<file path="config.mk">
export PLATFORM = sky130hd
export DESIGN_NAME = multicycle_control_fsm
export DESIGN_NICKNAME = d
export VERILOG_FILES = /design/src/rtl/multicycle_control_fsm.sv
export SDC_FILE = /design/constraint.sdc
export NUM_CORES = 1
export LEC_CHECK = 0
export BUFFER_PORTS_ARGS = -buffer_cell sky130_fd_sc_hd__buf_2
export CAP_MARGIN = 25
export CORE_MARGIN = 2
export CORE_UTILIZATION = 46
export CTS_CLUSTER_DIAMETER = 200
export DETAILED_ROUTE_END_ITERATION = 10
export PLACE_DENSITY = 0.66
export SLEW_MARGIN = 20
export SYNTH_ARGS = -nofsm -noshare
export SYNTH_HDL_FRONTEND = slang
export SYNTH_SLANG_ARGS = --single-unit
</file>
<file path="constraint.sdc">
create_clock -name clk -period 2.4 [get_ports clk]
set_input_delay 0.12 -clock clk [delete_from_list [all_inputs] [get_ports clk]]
set_output_delay 0.12 -clock clk [all_outputs]
set_load 0.01 [all_outputs]
</file>
<file path="src/rtl/multicycle_control_fsm.sv">
// Multi-cycle control sequencer for the RV32 datapath: fetch/decode/exec/mem/wb with memory timeout fault.
// Optional: define ILLEGAL_OPCODE_TRAP_EN to route illegal opcodes to a one-cycle TRAP instead of FAULT.
module multicycle_control_fsm #(
  parameter int unsigned MEM_TIMEOUT_CYCLES = 16,
  parameter int unsigned CNT_W              = 32
) (
  input  logic             clk,
  input  logic             rst_n,
  input  logic [6:0]       opcode,
  input  logic             zero_flag,
  output logic             imem_req,
  input  logic             imem_ack,
  output logic             dmem_req,
  output logic             dmem_we,
  input  logic             dmem_ack,
  output logic             ir_write,
  output logic             pc_write,
  output logic [1:0]       pc_src,
  output logic             alu_src,
  output logic             reg_write,
  output logic [1:0]       wb_sel,
  output logic [2:0]       state,
  output logic             fault,
  output logic [CNT_W-1:0] retired
);

  localparam logic [2:0] S_IDLE   = 3'd0;
  localparam logic [2:0] S_FETCH  = 3'd1;
  localparam logic [2:0] S_DECODE = 3'd2;
  localparam logic [2:0] S_EXEC   = 3'd3;
  localparam logic [2:0] S_MEM    = 3'd4;
  localparam logic [2:0] S_WB     = 3'd5;
  localparam logic [2:0] S_TRAP   = 3'd6;
  localparam logic [2:0] S_FAULT  = 3'd7;

  localparam logic [6:0] OPC_R    = 7'b0110011;
  localparam logic [6:0] OPC_ADDI = 7'b0010011;
  localparam logic [6:0] OPC_LW   = 7'b0000011;
  localparam logic [6:0] OPC_SW   = 7'b0100011;
  localparam logic [6:0] OPC_BEQ  = 7'b1100011;
  localparam logic [6:0] OPC_JAL  = 7'b1101111;

  localparam logic [1:0] PC_PLUS4  = 2'b00;
  localparam logic [1:0] PC_BRANCH = 2'b01;
  localparam logic [1:0] PC_JAL    = 2'b10;
  localparam logic [1:0] PC_TRAP   = 2'b11;

  localparam logic [1:0] WB_ALU = 2'b00;
  localparam logic [1:0] WB_MEM = 2'b01;
  localparam logic [1:0] WB_PC4 = 2'b10;

  // Counter must hold the limit value itself; a zero limit disables the check.
  localparam int unsigned     TMO_W     = (MEM_TIMEOUT_CYCLES < 1) ? 1 : $clog2(MEM_TIMEOUT_CYCLES + 1);
  localparam logic [TMO_W-1:0] TMO_LIMIT = TMO_W'(MEM_TIMEOUT_CYCLES);
  localparam bit              TMO_EN    = (MEM_TIMEOUT_CYCLES != 0);

  logic [2:0]       state_q, state_d;
  logic [6:0]       opcode_q, opcode_d;
  logic [TMO_W-1:0] tmo_cnt_q, tmo_cnt_d;
  logic [CNT_W-1:0] retired_q, retired_d;

  logic [TMO_W-1:0] tmo_inc;
  logic             tmo_hit;
  logic             opc_legal;
  logic             is_r, is_addi, is_lw, is_sw, is_beq, is_jal;
  logic             uses_imm;

  // Class decode of the latched opcode, used from EXEC onwards
  always_comb begin
    is_r     = (opcode_q == OPC_R);
    is_addi  = (opcode_q == OPC_ADDI);
    is_lw    = (opcode_q == OPC_LW);
    is_sw    = (opcode_q == OPC_SW);
    is_beq   = (opcode_q == OPC_BEQ);
    is_jal   = (opcode_q == OPC_JAL);
    uses_imm = is_addi | is_lw | is_sw;
  end

  // Legality check on the live IR opcode during DECODE
  always_comb begin
    opc_legal = (opcode == OPC_R)  || (opcode == OPC_ADDI) ||
                (opcode == OPC_LW) || (opcode == OPC_SW)   ||
                (opcode == OPC_BEQ) || (opcode == OPC_JAL);
  end

  always_comb begin
    tmo_inc = tmo_cnt_q + TMO_W'(1);
    tmo_hit = TMO_EN && (tmo_inc == TMO_LIMIT);
  end

  always_ff @(posedge clk or negedge rst_n) begin
    if (!rst_n) begin
      state_q   <= S_IDLE;
      opcode_q  <= 7'd0;
      tmo_cnt_q <= '0;
      retired_q <= '0;
    end else begin
      state_q   <= state_d;
      opcode_q  <= opcode_d;
      tmo_cnt_q <= tmo_cnt_d;
      retired_q <= retired_d;
    end
  end

  // Next-state; the timeout counter is zero everywhere except while waiting in FETCH/MEM
  always_comb begin
    state_d   = state_q;
    opcode_d  = opcode_q;
    tmo_cnt_d = '0;
    retired_d = retired_q;

    case (state_q)
      S_IDLE: state_d = S_FETCH;

      S_FETCH: begin
        if (imem_ack) begin
          state_d = S_DECODE;
        end else if (tmo_hit) begin
          state_d = S_FAULT;
        end else begin
          tmo_cnt_d = tmo_inc;
        end
      end

      S_DECODE: begin
        opcode_d = opcode;
        if (opc_legal) begin
          state_d = S_EXEC;
        end else begin
`ifdef ILLEGAL_OPCODE_TRAP_EN
          state_d = S_TRAP;
`else
          state_d = S_FAULT;
`endif
        end
      end

      S_EXEC: begin
        if (is_r || is_addi) begin
          state_d = S_WB;
        end else if (is_lw || is_sw) begin
          state_d = S_MEM;
        end else if (is_beq || is_jal) begin
          state_d = S_FETCH;
        end else begin
          state_d = S_FAULT;
        end
      end

      S_MEM: begin
        if (dmem_ack) begin
          state_d = is_sw ? S_FETCH : S_WB;
        end else if (tmo_hit) begin
          state_d = S_FAULT;
        end else begin
          tmo_cnt_d = tmo_inc;
        end
      end

      S_WB: state_d = S_FETCH;

      S_TRAP: begin
`ifdef ILLEGAL_OPCODE_TRAP_EN
        state_d = S_FETCH;
`else
        state_d = S_FAULT;
`endif
      end

      S_FAULT: state_d = S_FAULT;

      default: state_d = S_FAULT;
    endcase

    // An instruction retires when control returns to FETCH from a completing state
    if ((state_d == S_FETCH) &&
        ((state_q == S_EXEC) || (state_q == S_MEM) ||
         (state_q == S_WB)   || (state_q == S_TRAP))) begin
      retired_d = retired_q + CNT_W'(1);
    end
  end

  // Control strobes decode from state, latched opcode and the acks
  always_comb begin
    imem_req  = 1'b0;
    dmem_req  = 1'b0;
    dmem_we   = 1'b0;
    ir_write  = 1'b0;
    pc_write  = 1'b0;
    pc_src    = PC_PLUS4;
    alu_src   = 1'b0;
    reg_write = 1'b0;
    wb_sel    = WB_ALU;

    case (state_q)
      S_FETCH: begin
        imem_req = 1'b1;
        if (imem_ack) begin
          ir_write = 1'b1;
          pc_write = 1'b1;
          pc_src   = PC_PLUS4;
        end
      end

      S_EXEC: begin
        alu_src = uses_imm;
        if (is_beq) begin
          pc_write = zero_flag;
          pc_src   = PC_BRANCH;
        end else if (is_jal) begin
          pc_write  = 1'b1;
          pc_src    = PC_JAL;
          reg_write = 1'b1;
          wb_sel    = WB_PC4;
        end
      end

      S_MEM: begin
        dmem_req = 1'b1;
        dmem_we  = is_sw;
        alu_src  = 1'b1;
      end

      S_WB: begin
        reg_write = 1'b1;
        wb_sel    = is_lw ? WB_MEM : WB_ALU;
        alu_src   = uses_imm;
      end

`ifdef ILLEGAL_OPCODE_TRAP_EN
      S_TRAP: begin
        pc_write = 1'b1;
        pc_src   = PC_TRAP;
      end
`endif

      default: ;
    endcase
  end

  assign state   = state_q;
  assign fault   = (state_q == S_FAULT);
  assign retired = retired_q;

endmodule

</file>
==> results of run 1 <==
-- flip-flops by register name, summed over array words and instances, names as in the netlist --
register and flops:
tmo_cnt_q 5, opcode_q 7, retired 32, state 3
-- area by class of cell --
class / instances / area share (%)
multi-input combinational: 187 / 45.7
sequential: 47 / 37.1
timing repair buffer: 63 / 10.4
tap: 75 / 2.96
clock buffer: 6 / 2.61
inverter: 8 / 1.03
clock inverter: 1 / 0.158
-- logic make-up after synthesis --
kind of cell / Yosys count / synth area share [%]
and+or+nand+nor: 125 / 32.4
DFF: 47 / 43.2
xor gates and xnor gates: 34 / 10.9
AOI/OAI and AO/OA: 16 / 4.64
buffers and inverters: 15 / 3.63
muxes: 10 / 4.27
adders and majority gates: 2 / 0.919
-- how the worst min path moves through the flow --
| stage | startpoint | to | slack, ps | cells after the start |
|---|---|---|---|---|
| after detailed placement | rst_n | state[0] | 150 | 1 |
| after CTS | opcode[4] | opcode_q[4] | 50 | 2 |
| after global routing | opcode[4] | opcode_q[4] | 60 | 2 |
| after floorplan | rst_n | opcode_q[0] | -180 | 0 |
| final | opcode[4] | opcode_q[4] | 60 | 2 |
| after global placement | rst_n | state[0] | 140 | 1 |
-- power by group --
group | leakage, nW | internal [mW] | switching [mW]
Clock | 0.0470 | 0.226 | 0.250
Combinational | 0.927 | 0.0100 | 0.0224
Sequential | 0.631 | 0.791 | 0
-- per-stage QoR --
stage | instance area [um^2] | hold slack, ps | total power, mW | std cells
finish | 3170 | 59.4 | 1.30 | 387
global route | 3170 | 62.8 | 1.37 | 387
CTS | 3170 | 53.3 | 1.33 | 387
detailed placement | 3070 | 152 | 0.840 | 379
global placement | 3070 | 142 | 0.839 | 379
floorplan | 2720 | -176 | 0.810 | 249
-- Yosys cell counts (2+ instances only) --
cell / number
sky130_fd_sc_hd__a21oi_1: 2
sky130_fd_sc_hd__and2_1: 5
sky130_fd_sc_hd__and3_1: 6
sky130_fd_sc_hd__and4_1: 2
sky130_fd_sc_hd__buf_2: 2
sky130_fd_sc_hd__buf_6: 3
sky130_fd_sc_hd__dfrtp_1: 47
sky130_fd_sc_hd__ha_1: 2
sky130_fd_sc_hd__inv_1: 7
sky130_fd_sc_hd__mux2_2: 9
sky130_fd_sc_hd__nand2_1: 23
sky130_fd_sc_hd__nand2b_1: 2
sky130_fd_sc_hd__nand3_1: 12
sky130_fd_sc_hd__nand3b_1: 2
sky130_fd_sc_hd__nand4_1: 8
sky130_fd_sc_hd__nor2_1: 18
sky130_fd_sc_hd__nor2b_1: 4
sky130_fd_sc_hd__nor3_1: 7
sky130_fd_sc_hd__nor4_2: 10
sky130_fd_sc_hd__nor4_4: 4
sky130_fd_sc_hd__nor4b_2: 5
sky130_fd_sc_hd__o21ai_0: 5
sky130_fd_sc_hd__or3_1: 4
sky130_fd_sc_hd__or4_1: 2
sky130_fd_sc_hd__xnor2_1: 11
sky130_fd_sc_hd__xor2_1: 23
-- critical path: stages (launching register included) --
cell	delay, ps
sky130_fd_sc_hd__dfrtp_1	450
sky130_fd_sc_hd__and4_4	290
sky130_fd_sc_hd__nand3_4	100
sky130_fd_sc_hd__or4_1	700
sky130_fd_sc_hd__nor2_1	230
sky130_fd_sc_hd__nand4_1	160
sky130_fd_sc_hd__xnor2_1	160
-- layer usage --
metal	track usage [%]	vias to the layer above	share of wire, %
met5	0	-	0
li1	-	1016	-
met1	27.5	986	48
met2	27.0	62	44
met4	4.58	0	1.2
met3	4.33	7	6.5
-- repair_timing --
action / 4_1_cts / 5_1_grt
hold buffers: 1 / 0
setup buffers: 0 / 0
endpoints found under the hold margin: 23 / 0
==> qor.yml, run 1 <==
synth_enable_flop_cells: 0
relSlewSlack_pct: 61.6
port_buffers: 58
postRouteWirelength_mm: 5.59
most-common-layout-cells: "sky130_fd_sc_hd__buf_2, sky130_fd_sc_hd__dfrtp_1, sky130_fd_sc_hd__nand2_1, sky130_fd_sc_hd__xor2_1, sky130_fd_sc_hd__nor2_1"
synth.net_count: 263
route.antenna.remaining_nets: 0
cts.repair.resized: 0
critical_path.startpoint: "retired[3]"
cts.root.buffer_cell: "sky130_fd_sc_hd__clkbuf_8"
via_count_of_the_first_global_routing_pass: 1945
fin_skew_ps: 12.4
nNetsFinal: 326
final_layout_size_suffix_gt1_share_pct: 35.6
clock-sinks: 47
synth_ff_type: "sky130_fd_sc_hd__dfrtp_1"
vdd_ir_drop_max_uv: 278
area_growth_syn_to_layout_pct: 16.4
synth_cell_types: 50
path_clk_slew_ps: 90
period_needed_ps: 2190
clock_tree.buffer_depth: 2
hold_path.class: "primary input to flop"
finalCritPeriodShare_pct: 91.1
layout.cells.most_common: "sky130_fd_sc_hd__buf_2"
tritoncts: "yes"
post_drt_via_cell_ratio: 5.35
clock_tree.htree_level_count: 2
postSynthCellCount: 249
final-max-slew-violation-count: 0
cp-end-kind: "flop"
drt_iter0_markers: 127
timing.critical_path.required_ps: 2580
top_level_ports: 59
rsz0062_at_grt: "false"
reg2reg_depth: 6
fin_tns_setup_ps: 0
dieHeight_um: 80.9
setup.worst_path.class: "flop to flop"
outcome: "completed"
drc: 0
seqCellArea_um2: 1180
final-hold-violation-count: 0
die_area_um2: 6550
max_slew.worst_pin.slew_ps: 576
fin_util_pct: 54.5
rows: 28
dieWidth_um: 80.9
synth-seq-cells: 47
via_count: 2071
grt_start_max_net_pins: 25
grt_first_pass_wirelength_mm: 9.32
regToRegStartpoint: "retired[3]"
drt_first_pass_iters: 4
synth.yosys.warnings: 0
worstSkewPairLatency_ps: 300
start_util_pct: 46.8
p_leak_nw: 1.60
netlist_area_um2: 2720
cts_inserted_buffers: 5
grtUsageTotal_pct: 18.4
critPathLaunchType: "flop"
fill_cells: 538
setup.worst_path.end: "retired[25]"
globalRoute.totalOverflow: 0
n_antenna_cell: 0
preCtsSetupSlack_ps: 195
antenna_found_initial: 0
worst_ep_arrival_time_ps: 2370
total_of_max_cap_violations: 0
max_freq_ghz: 0.457
seq_area_frac_synth_pct: 43.2
ff2ff_setup_slack_ps: 210
multi_input_gate_area_um2: 1450
reg2reg_to: "retired[25]"
core_area_um2: 5820
cellPowerDensity_nw_per_um2: 410
synthesis.area_per_instance_um2: 10.9
dpl.hpwl_mm: 4.21
synthArstFlopShare_pct: 100
weighted_congestion_reported_at_the_end_of_routability_driven_placement: 0.816
avgRoutedWirePerCell_um: 14.4
ys_top_cells_by_area: "sky130_fd_sc_hd__dfrtp_1, sky130_fd_sc_hd__xor2_1, sky130_fd_sc_hd__nor4_2"
synthDominantCellAreaShare_pct: 43.2
postLayoutSetupSlackWorst_ps: 213
critical_path_peak_fanout: 9
synth_area_leader_cell: "sky130_fd_sc_hd__dfrtp_1"
setup_violations: 0
Power figures use the tool's default switching activity.
==> inputs of run 2 (changes only) <==
- CTS_BUF_LIST: default -> sky130_fd_sc_hd__clkbuf_4 sky130_fd_sc_hd__clkbuf_8 sky130_fd_sc_hd__clkbuf_16
- REMOVE_ABC_BUFFERS: default -> 1
==> run 2 against run 1 <==
Compared with the run above:
- combinational power about the same
- largest power group unchanged
- critical path type unchanged
- total power grew 1.9%
- highest routed layer unchanged
- die area unchanged
- critical endpoint is now retired[13]
==> qor.yml, run 2 (synthesis gave the netlist of run 1 again) <==
outcome: "completed"
grt_start_max_net_pins: 26  # +4.0%
most-common-layout-cells: "sky130_fd_sc_hd__buf_2, sky130_fd_sc_hd__dfrtp_1, sky130_fd_sc_hd__nand2_1, sky130_fd_sc_hd__xor2_1, sky130_fd_sc_hd__nor2_1"
rows: 28  # unchanged
path_clk_slew_ps: 100  # about the same
cts_inserted_buffers: 5  # unchanged
setup.worst_path.class: "flop to flop"
fin_util_pct: 54.6  # +0.086 points
avgRoutedWirePerCell_um: 14.7  # +1.6%
vdd_ir_drop_max_uv: 240  # -14%
dieWidth_um: 80.9  # unchanged
cp-end-kind: "flop"
start_util_pct: 46.8  # unchanged
weighted_congestion_reported_at_the_end_of_routability_driven_placement: 0.785  # -3.8%
flip_flop_count_of_the_largest_register_after_layout: 32  # unchanged
tritoncts: "yes"
dieHeight_um: 80.9  # unchanged
holdPathStages: 2  # unchanged
grtUsageTotal_pct: 18.6  # +0.16 points
dpl.hpwl_mm: 4.21  # +0.11%
critical_path_peak_fanout: 23  # +14
ff2ff_setup_slack_ps: 200  # about the same
preCtsSetupSlack_ps: 221  # +26.0 ps
globalRoute.totalOverflow: 0  # unchanged
reg2reg_depth: 7  # +1
clock-sinks: 47  # unchanged
worstHoldStart: "opcode[4]"
cts.root.buffer_cell: "sky130_fd_sc_hd__clkbuf_8"
postLayoutSetupSlackWorst_ps: 199  # -14.1 ps
max_freq_ghz: 0.454  # -0.64%
cts.repair.resized: 0  # unchanged
final-max-slew-violation-count: 0  # unchanged
hold_path.class: "primary input to flop"
critPathLaunchType: "flop"
period_needed_ps: 2200  # +14.1 ps
drt_iter0_markers: 72  # -43%
reg2reg_to: "retired[13]"
p_leak_nw: 1.60  # -0.39%
clock_tree.htree_level_count: 2  # unchanged
regToRegStartpoint: "tmo_cnt_q[0]"
drt_first_pass_iters: 4  # unchanged
cellPowerDensity_nw_per_um2: 417  # +1.7%
postRouteWirelength_mm: 5.69  # +1.9%
drc: 0  # unchanged
via_count: 2071  # unchanged
die_area_um2: 6550  # unchanged
worstSkewPairLatency_ps: 310  # about the same
core_area_um2: 5820  # unchanged
grt_first_pass_wirelength_mm: 9.31  # about the same
hold_slack_ps: 57.2  # -2.17 ps
relSlewSlack_pct: 60.0  # -1.5 points
antenna_found_initial: 0  # unchanged
finalCritPeriodShare_pct: 91.7  # +0.59 points
top_level_ports: 59  # unchanged
min_delay_worst_endpoint: "opcode_q[4]"
postPlaceCellArea_um2: 3070  # unchanged
rsz0062_at_grt: "false"
setup_violations: 0  # unchanged
clock_tree.buffer_depth: 2  # unchanged
fill_cells: 550  # +2.2%
total_of_max_cap_violations: 0  # unchanged
worst_ep_arrival_time_ps: 2400  # +30 ps
timing.critical_path.required_ps: 2600  # +20 ps
fin_skew_ps: 11.1  # -1.29 ps
area_growth_syn_to_layout_pct: 16.5
final-hold-violation-count: 0  # unchanged
final_layout_size_suffix_gt1_share_pct: 35.8  # +0.21 points
fin_tns_setup_ps: 0  # unchanged
n_antenna_cell: 0  # unchanged
via_count_of_the_first_global_routing_pass: 1931  # -0.72%
route.antenna.remaining_nets: 0  # unchanged
layout.cells.most_common: "sky130_fd_sc_hd__buf_2"
post_drt_via_cell_ratio: 5.34  # -0.26%
max_slew.worst_pin.slew_ps: 597  # +21.0 ps
nNetsFinal: 326  # unchanged
layout.cell_area.non_filler_um2: 3170  # +0.16%
port_buffers: 58  # unchanged
run 2: changes by cell type in the layout (fill, tap and decap cells not counted), sizes merged:
cell      change
clkinv        -1
inv           +1
clkbuf        -1
clkinvlp      +2
run 2: where the power goes:
group          internal (mW)  total, mW  switching [mW]
Clock                  0.209      0.500           0.291
Combinational         0.0101     0.0327          0.0226
Sequential             0.791      0.791               0
Total                   1.01       1.32           0.314
run 2: critical path, stage by stage (launching register included):
cell and delay, ps:
sky130_fd_sc_hd__dfrtp_1 430, sky130_fd_sc_hd__ha_1 240, sky130_fd_sc_hd__and2_1 190, sky130_fd_sc_hd__a32o_2 320, sky130_fd_sc_hd__nor2_8 180, sky130_fd_sc_hd__inv_4 170, sky130_fd_sc_hd__or3_1 420, sky130_fd_sc_hd__xnor2_1 130
run 2: per-layer routing:
metal	share of wire, %	up-vias	GRT usage, %	routed length, um
li1	-	1014	-	-
met1	50	1015	25.8	2840
met2	45	35	29.3	2580
met3	3.4	7	3.33	191
met4	1.5	0	6.61	86
met5	0	-	0	0
run 2: how the worst max path moves through the flow:
stage	cells after the start	endpoint	slack (ps)	startpoint
2_1_floorplan	5	retired[13]	300	retired[3]
6_report	7	retired[13]	200	tmo_cnt_q[0]
3_5_place_dp	7	retired[13]	220	tmo_cnt_q[0]
5_1_grt	7	retired[13]	90	state[1]
4_1_cts	7	retired[13]	210	tmo_cnt_q[0]
3_3_place_gp	5	retired[13]	240	retired[4]
run 2: area by class of cell:
class	instances	area, um^2	area share [%]
multi-input cells	187	1450	45.6
clock inverters	3	23.8	0.749
repair buffers	63	330	10.4
inverters	8	32.5	1.03
flip-flops and latches	47	1180	37.1
well taps	75	93.8	2.96
clock buffers	5	68.8	2.17
run 2: per-stage QoR:
stage	std cells	total power [mW]
final	388	1.32
after global routing	388	1.38
after CTS	388	1.34
after detailed placement	379	0.840
after global placement	379	0.839
after floorplan	242	0.810
run 2: timing repair:
| item | CTS | global route |
|---|---|---|
| buffers inserted | 0 | 0 |
| hold buffers | 1 | 0 |
| endpoints found under the hold margin | 24 | 0 |
==> inputs of run 3 (changes only) <==
--- a/config.mk
+++ b/config.mk
@@ -7,2 +7,3 @@
 export LEC_CHECK = 0
+export ABC_AREA = 1
 export BUFFER_PORTS_ARGS = -buffer_cell sky130_fd_sc_hd__buf_2
@@ -14,3 +15,3 @@
 export DETAILED_ROUTE_END_ITERATION = 10
-export PLACE_DENSITY = 0.66
+export PLACE_DENSITY = 0.65
 export REMOVE_ABC_BUFFERS = 1
--- a/constraint.sdc
+++ b/constraint.sdc
@@ -3,2 +3,2 @@
 set_output_delay 0.12 -clock clk [all_outputs]
-set_load 0.01 [all_outputs]
+set_load 0.005 [all_outputs]
==> run 3 against run 2 <==
Compared with the run above:
- cell area rose by 15%
- critical path type unchanged
- first-iteration DRC count is 130% higher
- largest power group unchanged
- sequential power grew 0.8%
- setup slack improved by 220 ps
- critical endpoint is now retired[8]
- global-route usage up 3.6 points
- routed wire length rose by 39%
==> qor.yml, run 3 <==
outcome: "completed"
synthDominantCellAreaShare_pct: 36.9  # -6.2 points
drt_first_pass_iters: 4  # unchanged
relSlewSlack_pct: 67.4  # +7.3 points
critical_path.cell_chain: "inv_2 > nand2_1 > nor2_2 > inv_2 > or2_1 > nand2_1 > nand2_2 > nand3_4 > buf_4 > o21bai_1 > nand2_1"
clock-sinks: 47  # unchanged
report.power.total_mw: 1.46  # +10%
most-common-layout-cells: "sky130_fd_sc_hd__nand2_1, sky130_fd_sc_hd__inv_1, sky130_fd_sc_hd__buf_2"
fin_skew_ps: 5.25  # -5.82 ps
worst_ep_arrival_time_ps: 2230  # -170 ps
avgRoutedWirePerCell_um: 13.3  # -9.3%
wire_length_on_met2_mm: 3.79  # +47%
wl_met3_um: 288  # +51%
grt_first_pass_wirelength_mm: 13.3  # +43%
dieWidth_um: 87.2  # +7.7%
via_count: 2994  # +45%
globalRoute.totalOverflow: 0  # unchanged
post_drt_via_cell_ratio: 5.05  # -5.4%
postLayoutSetupSlackWorst_ps: 422  # +223 ps
clock_tree.htree_level_count: 2  # unchanged
setup_violations: 0  # unchanged
cts.repair.resized: 0  # unchanged
finalCritPeriodShare_pct: 82.4  # -9.3 points
preCtsSetupSlack_ps: 459  # +238 ps
final-instance-count-excl-fill: 593  # +53%
critical_path.startpoint: "state[1]"
final-max-slew-violation-count: 0  # unchanged
flip_flop_count_of_the_largest_register_after_layout: 32  # unchanged
final_layout_size_suffix_gt1_share_pct: 17.0  # -19 points
drc: 0  # unchanged
area_growth_syn_to_layout_pct: 15.0
cts_inserted_buffers: 5  # unchanged
synthesis.area_per_instance_um2: 7.04  # -36%
ys_top_cells_by_area: "sky130_fd_sc_hd__dfrtp_1, sky130_fd_sc_hd__nand2_1, sky130_fd_sc_hd__xor2_1"
drt_iter0_markers: 163  # +130%
synth.top_cells.by_count: "sky130_fd_sc_hd__nand2_1, sky130_fd_sc_hd__inv_1, sky130_fd_sc_hd__dfrtp_1, sky130_fd_sc_hd__nor2_1, sky130_fd_sc_hd__o21bai_1"
synth_enable_flop_cells: 0  # unchanged
synth_ff_type: "sky130_fd_sc_hd__dfrtp_1"
hold_path.class: "primary input to flop"
cp-end-kind: "flop"
p_leak_nw: 2.19  # +37%
route.antenna.remaining_nets: 0  # unchanged
synth_area_leader_cell: "sky130_fd_sc_hd__dfrtp_1"
dp_cells: 584  # +54%
vdd_ir_drop_max_uv: 248  # +3.6%
seq_area_frac_synth_pct: 36.9  # -6.2 points
max_freq_ghz: 0.506  # +11%
synth_cell_types: 31  # -38%
final-hold-violation-count: 0  # unchanged
synthArstFlopShare_pct: 100  # unchanged
synth-seq-cells: 47  # unchanged
max_slew.worst_pin.slew_ps: 490  # -108 ps
netlist_area_um2: 3180  # +17%
start_util_pct: 47.1  # +0.30 points
topRoutingLayerUsed: "met4"
die_area_um2: 7600  # +16%
nNetsFinal: 526  # +61%
critical_path_peak_fanout: 32  # +39%
total_of_max_cap_violations: 0  # unchanged
n_antenna_cell: 0  # unchanged
timing.critical_path.slowest_cell_delay_ps: 470  # +40 ps
synth.yosys.warnings: 0  # unchanged
postSynthCellCount: 452  # +82%
tritoncts: "yes"
postRouteWirelength_mm: 7.89  # +39%
regToRegStartpoint: "state[1]"
layout.cells.most_common: "sky130_fd_sc_hd__nand2_1"
fin_tns_setup_ps: 0  # unchanged
worstSkewPairLatency_ps: 310  # about the same
cts.root.buffer_cell: "sky130_fd_sc_hd__clkbuf_8"
dieHeight_um: 87.2  # +7.7%
synth.most_common_cell: "sky130_fd_sc_hd__nand2_1"
fin_util_pct: 54.2  # -0.39 points
via_count_of_the_first_global_routing_pass: 2883  # +49%
rows: 30  # +7.1%
port_buffers: 58  # unchanged
grtUsageTotal_pct: 22.1  # +3.6 points
cellPowerDensity_nw_per_um2: 398  # -4.6%
timing.critical_path.required_ps: 2650  # +50 ps
grt_start_max_net_pins: 34  # +31%
setup.worst_path.class: "flop to flop"
dpl.hpwl_mm: 5.91  # +40%
antenna_found_initial: 0  # unchanged
core_area_um2: 6760  # +16%
detail_route.wirelength.met1_mm: 3.66  # +29%
top_level_ports: 59  # unchanged
path_clk_slew_ps: 90  # about the same
period_needed_ps: 1980  # -223 ps
clock_tree.buffer_depth: 2  # unchanged
worstHoldStart: "opcode[1]"
critPathLaunchType: "flop"
rsz0062_at_grt: "false"
crit_slowest_cell: "sky130_fd_sc_hd__dfrtp_1"
weighted_congestion_reported_at_the_end_of_routability_driven_placement: 0.882  # +12%
critical_path.most_common_cell: "sky130_fd_sc_hd__nand2_1"
## run 3: layer usage
metal | global-route usage (%) | vias to the layer above
met5 | 0 | -
met4 | 7.69 | 0
met2 | 36.8 | 60
met1 | 29.3 | 1398
met3 | 3.51 | 12
li1 | - | 1524
## run 3: cell type report
type / count / area, um^2
Fill cell: 696 / 3100
Tap cell: 80 / 100
Clock buffer: 6 / 82.6
Inverter: 67 / 251
Sequential cell: 47 / 1180
Timing Repair Buffer: 64 / 338
Clock inverter: 2 / 35.0
Multi-Input combinational cell: 327 / 1680
## run 3: worst paths after layout
kind / to / slack, ps / cells past startpoint
worst max-delay path: retired[8] / 420 / 11
worst min-delay path: opcode_q[1] / 70 / 2
worst max register to register: retired[8] / 420 / 11
worst min register to register: opcode_q[0] / 510 / 1
max in group asynchronous: retired[20] / 1340 / 3
min in group asynchronous: opcode_q[4] / 300 / 2
## run 3: stage by stage
stage / hold WS (ps) / instance area (um^2)
final: 65.7 / 3660
after global routing: 73.0 / 3660
after CTS: 60.1 / 3660
after detailed placement: 111 / 3530
after global placement: 103 / 3530
after floorplan: -176 / 3100
## run 3: critical path: cells and delay by family (launching register included)
kind,cells,cell delay [ps]
compound gates,1,100
buf+inv,3,520
flops,1,470
simple gates,7,810
## run 3: timing repair
item                      CTS  global route
hold endpoints to repair   17             0
setup buffers               0             0
hold buffers                1             0
## run 3: kinds of logic (layout without fill, tap and decap cells)
family | count (synthesis) | in the layout | share of synthesized area (%)
xor+xnor | 29 | 29 | 7.98
buf+inv | 78 | 139 | 10.4
simple gates | 248 | 248 | 33.2
mux | 2 | 2 | 0.707
compound gates | 46 | 46 | 9.98
flops | 47 | 47 | 36.9
fa+ha+maj | 2 | 2 | 0.786
## run 3: power breakdown
| group | leakage, nW | switching [mW] | total, mW | internal (mW) |
|---|---|---|---|---|
| combinational | 1.68 | 0.0291 | 0.0429 | 0.0138 |
| clock | 0.0612 | 0.279 | 0.616 | 0.337 |
| sequential | 0.452 | 0.00204 | 0.797 | 0.795 |
